--- src/rtl/fir_seq_ctrl.sv ---
// fir_seq_ctrl: address/control sequencer for the high-frequency FIR path.
//
// On each accepted sample (wrt_smpl while the queue is primed) it walks the
// sample-queue read address from the oldest sample across TAPS entries with
// circular wrap. It steps the coefficient ROM address in lockstep and drives
// the accumulator clear/enable. The RAM and ROM have one cycle of registered
// read latency, so acc_en trails the address by one cycle.
//
// Ports:
//   clk, rst_n  - clock, asynchronous active-low reset
//   wrt_smpl    - one-cycle pulse, new sample written to the queue
//   q_full      - queue primed; sequencing is allowed
//   old_ptr     - address of the oldest valid sample, captured at start
//   rd_addr     - queue read address (registered)
//   coeff_addr  - coefficient ROM address (registered)
//   acc_clr     - one-cycle accumulator clear
//   acc_en      - accumulate the current RAM x ROM product
//   busy        - sequence in progress
//   done        - one-cycle pulse, accumulator holds a complete result
//   ovr         - sticky overrun (sample arrived while busy)
module fir_seq_ctrl #(
  parameter int unsigned DEPTH = 1536,
  parameter int unsigned TAPS  = 1021,
  parameter int unsigned AW    = 11,
  parameter int unsigned CW    = 10
) (
  input  logic          clk,
  input  logic          rst_n,
  input  logic          wrt_smpl,
  input  logic          q_full,
  input  logic [AW-1:0] old_ptr,
  output logic [AW-1:0] rd_addr,
  output logic [CW-1:0] coeff_addr,
  output logic          acc_clr,
  output logic          acc_en,
  output logic          busy,
  output logic          done,
  output logic          ovr
);

  localparam logic [AW-1:0] LastAddr = AW'(DEPTH - 1);
  localparam logic [CW-1:0] LastTap  = CW'(TAPS - 1);

  typedef enum logic [1:0] {StIdle, StRun, StDrain, StDone} state_e;

  state_e        state_q, state_d;
  logic [AW-1:0] rd_addr_q, rd_addr_d;
  logic [CW-1:0] coeff_addr_q, coeff_addr_d;
  logic [CW-1:0] tap_q, tap_d;
  logic          acc_clr_q, acc_clr_d;
  logic          acc_en_q, acc_en_d;
  logic          ovr_q, ovr_d;

  logic          start;
  logic          in_seq;

  assign in_seq = (state_q == StRun) || (state_q == StDrain);
  // A new start is only accepted once the previous result is out (IDLE/DONE).
  assign start  = wrt_smpl && q_full && ((state_q == StIdle) || (state_q == StDone));

  always_comb begin
    state_d      = state_q;
    rd_addr_d    = rd_addr_q;
    coeff_addr_d = coeff_addr_q;
    tap_d        = tap_q;
    acc_clr_d    = start;
    // Address issued in RUN is read back one cycle later.
    acc_en_d     = (state_q == StRun);
    // Overrun: the running sequence is left untouched, only flagged.
    ovr_d        = ovr_q || (wrt_smpl && in_seq);

    unique case (state_q)
      StIdle, StDone: begin
        if (start) begin
          state_d      = StRun;
          rd_addr_d    = old_ptr;
          coeff_addr_d = '0;
          tap_d        = '0;
        end else if (state_q == StDone) begin
          state_d = StIdle;
        end
      end
      StRun: begin
        if (tap_q == LastTap) begin
          state_d = StDrain;
        end else begin
          tap_d        = tap_q + 1'b1;
          coeff_addr_d = coeff_addr_q + 1'b1;
          rd_addr_d    = (rd_addr_q == LastAddr) ? '0 : rd_addr_q + 1'b1;
        end
      end
      StDrain: state_d = StDone;
      default: state_d = StIdle;
    endcase
  end

  always_ff @(posedge clk or negedge rst_n) begin
    if (!rst_n) begin
      state_q      <= StIdle;
      rd_addr_q    <= '0;
      coeff_addr_q <= '0;
      tap_q        <= '0;
      acc_clr_q    <= 1'b0;
      acc_en_q     <= 1'b0;
      ovr_q        <= 1'b0;
    end else begin
      state_q      <= state_d;
      rd_addr_q    <= rd_addr_d;
      coeff_addr_q <= coeff_addr_d;
      tap_q        <= tap_d;
      acc_clr_q    <= acc_clr_d;
      acc_en_q     <= acc_en_d;
      ovr_q        <= ovr_d;
    end
  end

  assign rd_addr    = rd_addr_q;
  assign coeff_addr = coeff_addr_q;
  assign acc_clr    = acc_clr_q;
  assign acc_en     = acc_en_q;
  assign busy       = in_seq;
  assign done       = (state_q == StDone);
  assign ovr        = ovr_q;

endmodule

--- config.mk ---
export PLATFORM = sky130hd
export DESIGN_NAME = fir_seq_ctrl
export DESIGN_NICKNAME = d
export VERILOG_FILES = /design/src/rtl/fir_seq_ctrl.sv
export SDC_FILE = /design/constraint.sdc
export NUM_CORES = 1
export LEC_CHECK = 0
export CAP_MARGIN = 20
export CORE_ASPECT_RATIO = 1.4
export CORE_MARGIN = 2
export CORE_UTILIZATION = 45
export CTS_CLUSTER_DIAMETER = 30
export CTS_CLUSTER_SIZE = 24
export DETAILED_ROUTE_END_ITERATION = 16
export GPL_ROUTABILITY_DRIVEN = 0
export PLACE_DENSITY = 0.74
export SLEW_MARGIN = 30
export SYNTH_ARGS = -nofsm -noshare
export SYNTH_HDL_FRONTEND = slang
export SYNTH_SLANG_ARGS = --single-unit
--- constraint.sdc ---
create_clock -name clk -period 2.36 [get_ports clk]
set_clock_uncertainty 0.15 [all_clocks]
set_input_delay 0.472 -clock clk [delete_from_list [all_inputs] [get_ports clk]]
set_output_delay 0.472 -clock clk [all_outputs]
set_load 0.01 [all_outputs]
==> After elaboration in Yosys (flattened, before gate mapping) <==
Cells that the tools add are included.
{ "word_totals": {"regBits": 36, "latch_bits": 0, "ram_bits": 0, "mem_bits_ro": 0, "input_bits": 15, "out_inout_bits": 26, "word_cells": 43, "memories": 0} }
{ "op_classes": {"addsub": 3, "mul": 0, "div": 0, "order_cmp": 0, "eq_ne": 9, "n_shift": 0, "muxes": 13, "n_bitwise": 0, "n_reduce_logical": 11} }
{ "ops": {"columns": ["cell", "n"], "rows": [
  ["$pmux 10 s2", 2],
  ["$mux 11", 3],
  ["$mux 10", 3],
  ["$pmux 11 s2", 1],
  ["$add 10x1->10 const B", 2],
  ["$add 11x1->11 const B", 1],
  ["$eq 11x11->1 const B", 1],
  ["$eq 10x10->1 const B", 1],
  ["$mux 2", 3],
  ["$pmux 2 s3", 1],
  ["$eq 2x2->1 const B", 2],
  ["$ne 2x2->1 const B", 2],
  ["$logic_and 1x1->1", 3],
  ["$logic_or 1x1->1", 3],
  ["$ne 3x3->1 const B", 1],
  ["$reduce_and 3->1", 1],
  ["$eq 2x1->1 const B", 1],
  ["$logic_not 2->1", 1],
  ["$ne 2x1->1 const B", 1],
  ["$reduce_and 2->1", 1],
  ["$reduce_bool 2->1", 1],
  ["$reduce_or 2->1", 1]
]} }

==> Logic depth before layout (Yosys ltp) <==
Gate-level depths: netlist (run 1).
{ "logic_depth": {"ltp_word": 5, "mapped_depth": 9, "ltp_nobuf": 6} }

==> Worst setup path after synthesis (run 1) <==
OpenSTA, ideal clock, no wires.
{ "synth_timing": {"path_type": "reg-to-reg", "from": "register state_q[0]", "to": "register tap_q[6]", "arrival_ns": 1.844, "path_slack_ns": 0.288, "stages_incl_launch_ff": 8, "synth_period_minus_slack_ns": 2.072, "path_cell_list": "dfrtp_1 -> inv_1 -> ha_1 -> and2b_1 -> nor2_4 -> buf_6 -> or4_1 -> a21oi_1"} }
{ "synth_via": {"elab_chain_len": 5} }
{ "synth_lines": {"columns": ["element", "line", "text"], "rows": [
  ["start: declaration", "46", "state_e state_q, state_d;"],
  ["start signal: assignment", "99", "state_q <= StIdle;"],
  ["start signal: assignment", "107", "state_q <= state_d;"],
  ["$eq 2x2->1 or $logic_not 2->1 (tied branches)", "59, 72", null],
  ["$logic_or 1x1->1", "59", "assign start = wrt_smpl && q_full && ((state_q == StIdle) || (state_q == StDone));"],
  ["$logic_and 1x1->1", "59", null],
  ["$ne 2x2->1 (no source line)", null, null],
  ["$reduce_and 3->1 (no source line)", null, null],
  ["end signal: assignment", "110", "tap_q <= tap_d;"],
  ["end: declaration", "49", "logic [CW-1:0] tap_q, tap_d;"]
]} }
Several ways; a longest one is shown, not always the timed one.
A chain may end at the register's enable or synchronous reset.

==> Worst setup path after layout (run 1) <==
{ "layout_timing": {"from": "register state_q[1]", "to": "register rd_addr_q[5], in the netlist rd_addr[5]"} }
{ "layout_lines": {"columns": ["element", "line", "text"], "rows": [
  ["$eq 2x1->1 (*)", null, null],
  ["net acc_en_d", "51", "logic acc_en_q, acc_en_d;"],
  ["$ne 2x2->1 (no source line) or $reduce_bool 2->1 (tied branches)", null, null],
  ["$reduce_and 3->1 (no source line)", null, null],
  ["end signal: assignment", "108", "rd_addr_q <= rd_addr_d;"],
  ["end: declaration", "47", "logic [AW-1:0] rd_addr_q, rd_addr_d;"]
]} }
Mark *: on every way through the listed nets, which the timed path passes. The rest lies on a longest branch.

==> impl_results.md, run 1 <==
- Routed vias/inst: around 6
- ANT nets after route: 0
- Number of DRC markers in iteration 0: 160
- Number of max-cap violations: 0
- Static Leak: about 1.1 nW
- Startpoint types: register
- DRC errors left: 0
- Crit Path Category: reg -> reg
- CTS Hold Buffers Added: 0
- Worst EP arrival: about 2300 ps
- Worst-skew pair later-pin latency: approximately 300 ps
- Fraction of registers with async set or reset after synthesis: between 90% and 100%
- CP endpoint kind: register
- Commonest cells post-synth: dfrtp_1 (36), a21oi_1 (19), nand2_1 (19), o31ai_1 (13)
- DR WL/cell: between 15 and 20 µm
- Die area: roughly 5400 µm²
- RSZ-0062 raised after global routing: no
- Final WL: 5600 µm
- DIE WIDTH: about 62 µm
- Clock Path Buffers: 2
- Synthesized cell area: between 2000 and 2500 µm²
- Die Height: around 86 µm
- Total Routing Usage GR: about 22%
- H-tree depth: 2
- Synth-to-Final Area Change: 28.8%
- Most common cell in the synthesized netlist: dfrtp_1
- Gate Count Post-Synth: between 200 and 250
- Post-Syn Nets: 250
- Run status: complete, no violations
- I/O Pins: 41
- CTS Buf Count: 5
- Vias: approximately 2100
- Max FO, Critical Path: 21
- Core box area: roughly 4600 µm²
- CTS tree: built
- Worst reg-to-reg path cell count: 7
- First-pass GRT wire length: 9410 µm
- IO Port Bufs: 40
- CTS clk-pin slew, worst paths: about 70 ps
- Row count: 29
- Root Buffer: clkbuf_8
- Setup TNS: 0 ps
- Max_slew headroom: between 40% and 50%
- Share of layout cells above drive strength 1: between 10% and 20%
- Min Tclk post-route: around 2200 ps
- Final hold slack: approximately 120 ps
- DP HPWL: 3980 µm
- Post-synth EDFFs: 0
- Warnings, synthesis: 0
- Critical Path RT: between 2000 and 2500 ps
- Worst-margin pin slew: 817 ps
- # diodes: 0
- Top cells by area, synth: dfrtp_1 (42%), o31ai_1 (4.5%), a21oi_1 (4.4%)
- Peak VDD IR: slightly below 600 µV
- Post-synthesis average cell area: about 9.4 µm²
- Pwr per Cell Area: around 1100 nW/µm²
- Largest net degree at the start of global routing: 37
- Finish-stage setup viols: 0
- Post-synth top flop: dfrtp_1
- Yosys cell types: 53
- Slew Viols, Final: 0
- Final Hold Fails: 0
- Synth top area share: between 40% and 50%
- DRT Pass-1 Iters: 4
- Hold crit path type: in -> async
- Vias in the first global route: about 2000
- Initial Util: about 47%
- Period utilisation layout: between 90 and 100%
- GRT overflow: 0
- CTS Sinks: 36
- Max Freq: roughly 0.45 GHz
- Top cell type by total area after synthesis: dfrtp_1
- Sequential-to-total area share from yosys stat: a little over two fifths
- R2r setup slk: around 130 ps
- Synthesized flop and latch total: 36
- Final nets: 300
- Initial antenna violation count: 0
==> what timing repair did <==
item / in CTS / in global routing
gates resized for setup: 1 / 1
endpoints found under the setup margin: 1 / 2
buffers inserted: 0 / 0
==> state kept, by name (all words and copies together) (netlist names) <==
name and flops:
tap_q 10, acc_clr 1, coeff_addr 10, acc_en 1, rd_addr 11, state_q 2, ovr 1
==> layer usage <==
layer	vias to the layer above	global-route usage (%)	part of all wire [%]
li1	980	-	-
met1	998	26.8	42
met2	65	39.1	51
met3	10	4.59	5.3
met4	0	8.08	2.0
met5	-	0	0
==> layout make-up <==
| cell class | instances | area (µm²) |
|---|---|---|
| timing repair buffer | 55 | 507 |
| tap | 62 | 77.6 |
| sequential | 36 | 901 |
| multi-input combinational | 170 | 1160 |
| inverter | 10 | 37.5 |
| clock inverter | 2 | 10.0 |
| fill | 421 | 1800 |
| clock buffer | 6 | 82.6 |
==> cells in the final DEF, fill, tap and decap left out, types with 2 or more instances in the layout <==
cell type        synthesis  routed
nand2b_1                 5       5
dfrtp_1                 36      36
and4_1                   2       2
and2_1                   2       2
nor3_1                   2       2
clkdlybuf4s50_1          0      38
mux2_1                   2       2
inv_1                    9       9
nand3_1                 12      12
o41a_1                   2       2
o31a_1                   3       3
nand2_1                 19      19
o31ai_1                 13      13
nand4_1                  7       7
and3_1                   3       3
o21ai_1                  3       3
nor2_1                   6       6
a21o_1                   3       3
clkinv_2                 0       2
a211oi_1                 3       3
ha_1                     7       6
buf_4                    1      15
a21oi_1                 19      19
clkbuf_8                 0       6
a31oi_1                  3       3
a22o_1                   2       2
or4_1                   12      12
o21ai_0                 12      12
or3_1                    4       4
o2bb2ai_1                2       2
o311ai_1                 2       2
==> path summary, 6_finish.rpt <==
check / from / endpoint
setup / recovery: state_q[1] / rd_addr[5]
hold / removal: rst_n / rd_addr[9]
setup reg to reg: state_q[1] / rd_addr[5]
hold reg to reg: ovr / ovr
max in group asynchronous: rst_n / tap_q[0]
min in group clk: ovr / ovr
==> cells by family after synthesis <==
group,Yosys count,share of synthesized area [%]
flops,36,41.9
simple gates,83,22.3
mux,3,1.57
compound gates,77,25.3
fa+ha+maj,7,4.07
buf+inv,22,4.94
==> critical path, cell delays in order (launching register included) <==
cell and delay (ps):
dfrtp_1 440, inv_1 90, ha_1 250, buf_4 290
inv_2 160, o41a_1 420, o32a_1 280, o21ai_1 70
==> through the flow <==
step / utilization, % / total power [mW] / instances / area (µm²) / worst slack [ps]
2_1_floorplan: - / 1.81 / 228 / 2150 / 288
3_3_place_gp: 58.4 / 2.41 / 333 / 2670 / 60.2
3_5_place_dp: 58.4 / 2.44 / 333 / 2670 / 25.1
4_1_cts: 60.4 / 2.90 / 341 / 2760 / 147
5_1_grt: 60.6 / 3.12 / 341 / 2770 / 14.9
6_report: 60.6 / 2.91 / 341 / 2770 / 132
==> report_power, final <==
group	internal, mW	switching [mW]	total (mW)
clock network	0.233	0.227	0.460
logic	0.681	0.760	1.44
registers	0.787	0.226	1.01
Note: power is estimated with default switching activity, not from simulation.
==> run 2, diff against run 1 <==
--- a/config.mk
+++ b/config.mk
@@ -5,7 +5,7 @@
 export SDC_FILE = /design/constraint.sdc
 export NUM_CORES = 1
 export LEC_CHECK = 0
-export CAP_MARGIN = 20
+export CAP_MARGIN = 5
 export CORE_ASPECT_RATIO = 1.4
 export CORE_MARGIN = 2
 export CORE_UTILIZATION = 45
==> results of run 2 <==
The final DEF is identical to that of run 1; final timing and power are the same.
==> run 3, diff against run 2 <==
--- a/config.mk
+++ b/config.mk
@@ -5,7 +5,7 @@
 export SDC_FILE = /design/constraint.sdc
 export NUM_CORES = 1
 export LEC_CHECK = 0
-export CAP_MARGIN = 5
+export CAP_MARGIN = 40
 export CORE_ASPECT_RATIO = 1.4
 export CORE_MARGIN = 2
 export CORE_UTILIZATION = 45
==> impl_results.md, run 3 (synthesized netlist as in run 1, its figures left out) <==
- Run status: complete, no violations (unchanged)
- Hold depth: 1
- H-tree depth: 2 (unchanged)
- FF-to-FF Start: state_q[0] (was state_q[1])
- First-pass GRT wire length: 9370 µm (was 9410 µm)
- Number of max-cap violations: 0 (unchanged)
- Worst-skew pair later-pin latency: 290 ps (was 300 ps)
- CTS clk-pin slew, worst paths: 70 ps (about the same)
- Share of layout cells above drive strength 1: 11.4% (was 12.2%)
- CTS Sinks: 36 (unchanged)
- Routed vias/inst: 5.99 (was 6.02)
- Final Util: 61.1% (was 60.6%)
- Min Tclk post-route: 2210 ps (was 2230 ps)
- Worst-margin pin slew: 500 ps (was 817 ps)
- Worst EP arrival: 2240 ps (was 2300 ps)
- Vias: 2053 (unchanged)
- Met1 GRT Util: 25.8% (was 26.8%)
- Final nets: 302 (was 300)
- Critical Path RT: 2390 ps (was 2430 ps)
- Die area: 5360 µm² (unchanged)
- Final hold slack: 323 ps (was 119 ps)
- I/O Pins: 41 (unchanged)
- RSZ-0062 raised after global routing: no (unchanged)
- DRC errors left: 0 (unchanged)
- ANT nets after route: 0 (unchanged)
- Vias in the first global route: 1999 (was 1950)
- Commonest non-fill, non-tap cells in the layout: clkdlybuf4s50_1 (38), dfrtp_1 (36), nand2_1 (19), a21oi_1 (19), buf_4 (15) (unchanged)
- Reg2reg end: rd_addr[1] (was rd_addr[5])
- Period utilisation layout: 93.8% (was 94.4%)
- DRT Pass-1 Iters: 4 (unchanged)
- Static Leak: 1.12 nW (was 1.11 nW)
- Root Buffer: clkbuf_8 (unchanged)
- # diodes: 0 (unchanged)
- Power, Total: 2.88 mW (was 2.91 mW)
- Startpoint types: register (unchanged)
- Hold wc startpoint: ovr
- Max Freq: 0.452 GHz (was 0.449 GHz)
- Pwr per Cell Area: 1030 nW/µm² (was 1050 nW/µm²)
- CTS Buf Count: 5 (unchanged)
- Final Hold Fails: 0 (unchanged)
- Met2 GRT Util: 39.9% (was 39.1%)
- GRT Max-Usage Layer: met2 (unchanged)
- Final WL: 5500 µm (was 5600 µm)
- Finish-stage setup viols: 0 (unchanged)
- GRT overflow: 0 (unchanged)
- Setup TNS: 0 ps (unchanged)
- Commonest non-fill, non-tap cell in the layout: clkdlybuf4s50_1 (unchanged)
- Slew Viols, Final: 0 (unchanged)
- Hold crit path type: reg -> reg (was in -> async)
- Number of flip-flops in the largest register: 11 (unchanged)
- Max_slew headroom: 66.6% (was 45.5%)
- Total Routing Usage GR: 22.0% (was 22.2%)
- DP HPWL: 4040 µm (was 3980 µm)
- DIE WIDTH: 62.4 µm (unchanged)
- Synth-to-Final Area Change: 29.9% (was 28.8%)
- Die Height: 85.8 µm (unchanged)
- Peak VDD IR: 640 µV (was 591 µV)
- Met3 usage: 3.28% (was 4.59%)
- IO Port Bufs: 40 (unchanged)
- Max FO, Critical Path: 23 (was 21)
- Core box area: 4570 µm² (unchanged)
- Worst reg-to-reg path cell count: 6 (was 7)
- Postcts setup bufs: 0 (unchanged)
- Initial antenna violation count: 0 (unchanged)
- Number of DRC markers in iteration 0: 99 (was 160)
- Largest net degree at the start of global routing: 27 (was 37)
- CTS tree: built (unchanged)
- Crit Path Category: reg -> reg (unchanged)
- Initial Util: 47.1% (unchanged)
- Hold EP: ovr
- Clock Path Buffers: 2 (unchanged)
- Row count: 29 (unchanged)
- R2r setup slk: 150 ps (was 130 ps)
- CP endpoint kind: register (unchanged)
- DR WL/cell: 16.0 µm (was 16.4 µm)
==> run 3: cell types whose count changed in the layout (fill, tap and decap cells not counted), sizes merged <==
| cell | before | now |
|---|---|---|
| clkinv | 2 | 0 |
| clkbuf | 6 | 8 |
| buf | 16 | 17 |
| dlygate4sd3 | 0 | 1 |
==> run 3: metrics by stage <==
| step | setup slack [ps] | instance area [µm²] | instances |
|---|---|---|---|
| global placement | 60.2 | 2670 | 333 |
| global route | 14.4 | 2800 | 343 |
| finish | 145 | 2800 | 343 |
| floorplan | 288 | 2150 | 228 |
| detailed placement | 19.3 | 2700 | 334 |
| CTS | 138 | 2800 | 343 |
==> run 3: worst max-delay path: stages (launching register included) <==
cell	delay [ps]
dfrtp_1	390
inv_1	60
ha_1	350
and3_1	240
nor2_4	440
nor2_2	130
mux2_1	330
==> run 3: final cells by class <==
cell class                 count  area (µm²)
timing repair buffer          57         544
fill                         419        1780
sequential                    36         901
tap                           62        77.6
clock buffer                   8        90.1
multi-input combinational    170        1140
inverter                      10        37.5
==> run 3: how the worst max path moves through the flow <==
stage	start	end	slack (ps)	depth (start not counted)
final	state_q[0]	rd_addr[1]	150	6
after global placement	q_full	coeff_addr[9]	60	5
after floorplan	state_q[0]	tap_q[6]	290	7
after detailed placement	q_full	rd_addr[1]	20	5
after CTS	state_q[0]	rd_addr[1]	140	6
after global routing	state_q[0]	tap_q[0]	10	7
==> run 3: per-layer routing <==
metal	part of all wire, %	up-vias
met4	1.5	0
met2	54	59
met5	0	-
met1	40	998
li1	-	989
met3	4.7	7
==> run 3: where the power goes <==
part           switching (mW)  internal, mW
Sequential              0.222         0.787
Clock                   0.218         0.238
Combinational           0.751         0.666
==> run 3: timing repair <==
action,in CTS,in global routing
resized for setup,1,0
endpoints found under the setup margin,1,0
endpoints found under the hold margin,15,0
hold buffers,1,0
